## src/rtl/multi_cycle_control_unit.sv

```systemverilog
// Multi-cycle RV32I control unit: a six-state FSM (IF, ID, EX, MEM, WB, HALT)
// that drives the datapath control strobes. It also keeps a retired-instruction counter.
// The control outputs are combinational from the current state and the live
// inputs, so the datapath sees them within the same cycle.
module multi_cycle_control_unit #(
    parameter int COUNT_WIDTH = 32
) (
    input  logic                   clk,
    input  logic                   reset_n,
    input  logic [6:0]             opcode,
    input  logic                   alu_bcond,
    input  logic                   mem_ready,
    input  logic                   ecall_halt,
    output logic                   pc_write,
    output logic [1:0]             pc_source,
    output logic                   i_or_d,
    output logic                   mem_read,
    output logic                   mem_write,
    output logic                   ir_write,
    output logic                   alu_src_a,
    output logic [1:0]             alu_src_b,
    output logic [1:0]             alu_op,
    output logic                   reg_write,
    output logic [1:0]             wb_sel,
    output logic                   is_ecall,
    output logic                   halted,
    output logic [2:0]             state,
    output logic [COUNT_WIDTH-1:0] instret
);

    // RV32I major opcodes (inst[6:0])
    localparam logic [6:0] OP_RTYPE  = 7'b0110011;
    localparam logic [6:0] OP_IARITH = 7'b0010011;
    localparam logic [6:0] OP_LOAD   = 7'b0000011;
    localparam logic [6:0] OP_STORE  = 7'b0100011;
    localparam logic [6:0] OP_BRANCH = 7'b1100011;
    localparam logic [6:0] OP_JAL    = 7'b1101111;
    localparam logic [6:0] OP_JALR   = 7'b1100111;
    localparam logic [6:0] OP_ECALL  = 7'b1110011;

    // pc_source encodings
    localparam logic [1:0] PCS_ALU    = 2'b00;
    localparam logic [1:0] PCS_ALUOUT = 2'b01;
    localparam logic [1:0] PCS_PC4    = 2'b10;

    typedef enum logic [2:0] {
        ST_IF   = 3'd0,
        ST_ID   = 3'd1,
        ST_EX   = 3'd2,
        ST_MEM  = 3'd3,
        ST_WB   = 3'd4,
        ST_HALT = 3'd5
    } state_t;

    state_t                 state_r;
    state_t                 next_state_s;
    logic                   retire_s;
    logic [COUNT_WIDTH-1:0] instret_r;

    // Opcodes that the decoder recognises; anything else retires as a NOP
    function automatic logic known_opcode(input logic [6:0] op);
        logic known;
        case (op)
            OP_RTYPE, OP_IARITH, OP_LOAD, OP_STORE,
            OP_BRANCH, OP_JAL, OP_JALR, OP_ECALL: known = 1'b1;
            default:                              known = 1'b0;
        endcase
        return known;
    endfunction

    assign state   = state_r;
    assign instret = instret_r;

    // State register with synchronous active-low reset
    always_ff @(posedge clk) begin
        if (!reset_n) begin
            state_r <= ST_IF;
        end else begin
            state_r <= next_state_s;
        end
    end

    // Retired-instruction counter: one count per PC update or entry into HALT
    always_ff @(posedge clk) begin
        if (!reset_n) begin
            instret_r <= '0;
        end else if (retire_s) begin
            instret_r <= instret_r + {{(COUNT_WIDTH-1){1'b0}}, 1'b1};
        end else begin
            instret_r <= instret_r;
        end
    end

    // Next-state and control-strobe decode
    always_comb begin
        next_state_s = ST_IF;
        pc_write     = 1'b0;
        pc_source    = 2'b00;
        i_or_d       = 1'b0;
        mem_read     = 1'b0;
        mem_write    = 1'b0;
        ir_write     = 1'b0;
        alu_src_a    = 1'b0;
        alu_src_b    = 2'b00;
        alu_op       = 2'b00;
        reg_write    = 1'b0;
        wb_sel       = 2'b00;
        is_ecall     = 1'b0;
        halted       = 1'b0;
        retire_s     = 1'b0;

        case (state_r)
            ST_IF: begin
                mem_read = 1'b1;
                i_or_d   = 1'b0;
                ir_write = mem_ready;
                if (mem_ready) begin
                    next_state_s = ST_ID;
                end else begin
                    next_state_s = ST_IF;
                end
            end

            ST_ID: begin
                // ALUOut <= PC + imm, used later as the JAL / taken-branch target
                alu_src_a = 1'b0;
                alu_src_b = 2'b10;
                alu_op    = 2'b00;
                is_ecall  = (opcode == OP_ECALL);
                if (opcode == OP_ECALL) begin
                    if (ecall_halt) begin
                        next_state_s = ST_HALT;
                    end else begin
                        pc_write     = 1'b1;
                        pc_source    = PCS_PC4;
                        next_state_s = ST_IF;
                    end
                end else if (!known_opcode(opcode)) begin
                    pc_write     = 1'b1;
                    pc_source    = PCS_PC4;
                    next_state_s = ST_IF;
                end else begin
                    next_state_s = ST_EX;
                end
            end

            ST_EX: begin
                case (opcode)
                    OP_RTYPE: begin
                        alu_src_a    = 1'b1;
                        alu_src_b    = 2'b00;
                        alu_op       = 2'b10;
                        next_state_s = ST_WB;
                    end
                    OP_IARITH: begin
                        alu_src_a    = 1'b1;
                        alu_src_b    = 2'b10;
                        alu_op       = 2'b11;
                        next_state_s = ST_WB;
                    end
                    OP_LOAD, OP_STORE: begin
                        alu_src_a    = 1'b1;
                        alu_src_b    = 2'b10;
                        alu_op       = 2'b00;
                        next_state_s = ST_MEM;
                    end
                    OP_BRANCH: begin
                        alu_src_a    = 1'b1;
                        alu_src_b    = 2'b00;
                        alu_op       = 2'b01;
                        pc_write     = 1'b1;
                        pc_source    = alu_bcond ? PCS_ALUOUT : PCS_PC4;
                        next_state_s = ST_IF;
                    end
                    OP_JAL: begin
                        reg_write    = 1'b1;
                        wb_sel       = 2'b10;
                        pc_write     = 1'b1;
                        pc_source    = PCS_ALUOUT;
                        next_state_s = ST_IF;
                    end
                    OP_JALR: begin
                        alu_src_a    = 1'b1;
                        alu_src_b    = 2'b10;
                        alu_op       = 2'b00;
                        reg_write    = 1'b1;
                        wb_sel       = 2'b10;
                        pc_write     = 1'b1;
                        pc_source    = PCS_ALU;
                        next_state_s = ST_IF;
                    end
                    default: begin
                        next_state_s = ST_IF;
                    end
                endcase
            end

            ST_MEM: begin
                // Strobes are held constant for the whole stall
                i_or_d = 1'b1;
                if (opcode == OP_LOAD) begin
                    mem_read = 1'b1;
                    if (mem_ready) begin
                        next_state_s = ST_WB;
                    end else begin
                        next_state_s = ST_MEM;
                    end
                end else if (opcode == OP_STORE) begin
                    mem_write = 1'b1;
                    if (mem_ready) begin
                        pc_write     = 1'b1;
                        pc_source    = PCS_PC4;
                        next_state_s = ST_IF;
                    end else begin
                        next_state_s = ST_MEM;
                    end
                end else begin
                    next_state_s = ST_IF;
                end
            end

            ST_WB: begin
                reg_write    = 1'b1;
                wb_sel       = (opcode == OP_LOAD) ? 2'b01 : 2'b00;
                pc_write     = 1'b1;
                pc_source    = PCS_PC4;
                next_state_s = ST_IF;
            end

            ST_HALT: begin
                halted       = 1'b1;
                next_state_s = ST_HALT;
            end

            default: begin
                next_state_s = ST_IF;
            end
        endcase

        retire_s = pc_write || ((state_r == ST_ID) && (next_state_s == ST_HALT));
    end

endmodule

```

## config.mk

```make
export PLATFORM = sky130hd
export DESIGN_NAME = multi_cycle_control_unit
export DESIGN_NICKNAME = d
export VERILOG_FILES = /design/src/rtl/multi_cycle_control_unit.sv
export SDC_FILE = /design/constraint.sdc
export NUM_CORES = 1
export LEC_CHECK = 0
export CORE_ASPECT_RATIO = 0.6
export CORE_MARGIN = 3
export CORE_UTILIZATION = 44
export CTS_CLUSTER_SIZE = 40
export DETAILED_ROUTE_END_ITERATION = 6
export PLACE_DENSITY = 0.78
export REMOVE_ABC_BUFFERS = 1
export SYNTH_ARGS = -nofsm -noshare
export SYNTH_HDL_FRONTEND = slang
export SYNTH_SLANG_ARGS = --single-unit
```

## constraint.sdc

```tcl
create_clock -name clk -period 2.05 [get_ports clk]
set_input_delay 0.205 -clock clk [delete_from_list [all_inputs] [get_ports clk]]
set_output_delay 0.205 -clock clk [all_outputs]
set_load 0.005 [all_outputs]
```

==> impl_metrics.py <==
metrics = {
    "finish": {
        "diodes": 0,
        "mostFrequentLayoutCells": "nand2_1, buf_4, clkdlybuf4s50_1, nand2b_1, dfxtp_1",
        "seqCellArea_um2": 707,
        "final_layout_size_suffix_gt1_share_pct": 25.5,
        "multi_input_area_um2": 1780,
        "fill_cells": 410,
        "nets": 429,
        "fin_cells": 482,
        "syn_to_final_growth_pct": 52.9,
        "fin_util_pct": 71.4,
    },
    "yosys": {
        "synth-seq-cells": 35,
        "syn_area_um2": 2430,
        "avgSynthCellArea_um2": 7.76,
        "ys_seq_area_share_pct": 28.8,
        "syn_inst": 313,
        "synth_edf_count": 0,
        "synthArstFlopShare_pct": 0,
        "synth.distinct_cells": 44,
        "ys_warn_count": 0,
        "synth-main-ff-cell": "dfxtp_1",
    },
    "timing": {
        "fmax_mhz": 488,
        "setup_violations": 0,
        "hold_viol_final": 0,
        "min_period_over_period_pct": 100,
        "skew_ps": 9.34,
        "drv_slew": 0,
        "rsz0062_at_grt": "true",
        "min_period_ps": 2050,
        "setup_ws_ps": 0.311,
    },
    "critical_path": {
        "cp_slowest_stage_delay_ps": 510,
        "crit_fanout": 6,
        "cpMaxStageDelayCell": "clkdlybuf4s50_1",
        "crit_type": "reg -> out",
        "startpoint_type": "register",
        "critPathRequiredTime_ps": 1850,
        "arrival_ps": 1840,
        "crit_path_end_kind": "primary output",
        "worstPathCellList": "nor3b_2, buf_4, and3_4, buf_4, clkdlybuf4s50_1",
        "crit_top_cell": "buf_4",
    },
    "outcome": {
        "outcome": "completed",
    },
    "clocking": {
        "cts-buffers-inserted": 5,
        "clk_latency_ps": 290,
        "clock-sinks": 35,
        "clkSlewWorstSetupHoldPaths_ps": 70,
        "cts_max_level": 2,
        "cts_tree": "built",
        "clockBufferDepth": 2,
        "hold_buffers": 0,
        "root_buffer": "clkbuf_8",
    },
    "grt": {
        "grt_overflow": 0,
        "antenna_found_initial": 0,
        "grtUsageTotal_pct": 24.5,
        "grt_pass1_vias": 2470,
        "grt_max_degree": 28,
        "grt_pass1_wl_mm": 12.6,
    },
    "detailed_routing": {
        "drt_first_pass_iters": 5,
        "drtAntennaViolNets": 0,
        "viasPerCell": 5.80,
        "remaining_drc_errors": 0,
        "wirelength_met1_mm": 3.93,
        "drt_iter0_drc": 182,
        "dr_wl_met3_um": 652,
        "top_layer": "met4",
        "wire_per_inst_um": 17.0,
        "vias": 2794,
        "wl_met2_mm": 3.51,
        "routed_wl_mm": 8.21,
    },
    "floorplanning": {
        "ios": 64,
        "die-area_um2": 6480,
        "start_util_pct": 46.7,
        "die_h_um": 63.6,
        "core.rowCount": 20,
        "die_w_um": 102,
        "core-area_um2": 5200,
    },
    "placed_design": {
        "preCtsSetupSlack_ps": -368,
        "dp_cells": 462,
        "hpwl_mm": 5.52,
        "gp_congestion": 0.943,
        "port_buffers": 62,
    },
    "power_and_ir_drop": {
        "p_per_area_nw_per_um2": 381,
        "vdd_drop_max_uv": 300,
        "power.leakage_nw": 1.35,
    },
    "worst_hold_path": {
        "hp-class": "in -> reg",
    },
    "flow_run": {
        "maxCapViolations": 0,
    },
}
[layer usage]
| layer | vias up | track usage, % |
|---|---|---|
| met5 | - | 0 |
| met4 | 0 | 6.71 |
| met3 | 12 | 5.20 |
| met2 | 142 | 32.9 |
| met1 | 1323 | 38.6 |
| li1 | 1317 | - |
[cell usage after synthesis, types with 2 or more instances]
master,instances,area [um^2]
nand2_1,51,191
dfxtp_1,35,701
nand2b_1,33,206
mux2i_1,30,300
a21oi_1,25,125
nand3_1,15,75.1
nor2_1,14,52.6
clkbuf_1,12,45.0
nand4_1,11,68.8
a211oi_1,10,75.1
and3_1,8,50.1
nor3_1,8,40.0
o21ai_0,8,40.0
buf_2,5,25.0
inv_1,4,15.0
nor2b_1,4,25.0
a2111oi_2,3,45.0
nor3b_1,3,22.5
a2111oi_4,2,55.1
and2_0,2,12.5
buf_4,2,15.0
buf_6,2,22.5
nand4b_1,2,17.5
nor4_1,2,12.5
nor4b_1,2,17.5
o21a_1,2,15.0
[cell type report]
type	count	share of cell area, %
multi-input combinational	252	47.9
timing repair buffer	118	28.1
sequential	35	19.0
clock buffer	6	2.22
tap	66	2.22
inverter	4	0.404
clock inverter	1	0.135
[registers in the layout, indices dropped and copies added (netlist names)]
register,flops
state,3
instret,32
[timing repair]
item	4_1_cts	5_1_grt
setup buffers	5	7
gates resized for setup	35	31
pin swaps	5	9
cloned	0	1
endpoints found under the setup margin	16	31
[stage by stage]
stage                     cell area, um^2  hold WS, ps  power, mW  setup TNS, ps
after floorplan                      2320          345      0.766         -13850
after global placement               3340          452      0.881          -9010
after detailed placement             3340          466      0.886          -9720
after CTS                            3550          386       1.40              0
after global routing                 3710          426       1.46           -367
final                                3710          396       1.42              0
[critical path, delay by kind of cell (launching register included)]
family | cells | cell delay, ps
buf+inv | 3 | 790
simple gates | 2 | 410
flops | 1 | 370
[report_power, final]
group	internal, mW	switching [mW]
Combinational	0.0926	0.114
Clock	0.264	0.259
Sequential	0.682	0.00379
Total	1.04	0.377
[final timing paths]
check / from / end / slack [ps] / cells after the start
worst max-delay path: state[1] / is_ecall / 0.3 / 5
worst min-delay path: reset_n / instret[21] / 400 / 3
worst max register to register: state[1] / instret[15] / 20 / 8
worst min register to register: instret[31] / instret[31] / 480 / 2
[logic make-up after synthesis]
logic type      after synthesis  share of synthesized area (%)
flops                        35                           28.8
compound gates               58                           17.7
fa+ha+maj                     1                          0.515
mux                          30                           12.4
buf+inv                      26                           5.20
simple gates                162                           35.2
other cells                   1                          0.154
Power figures use the tool's default switching activity.
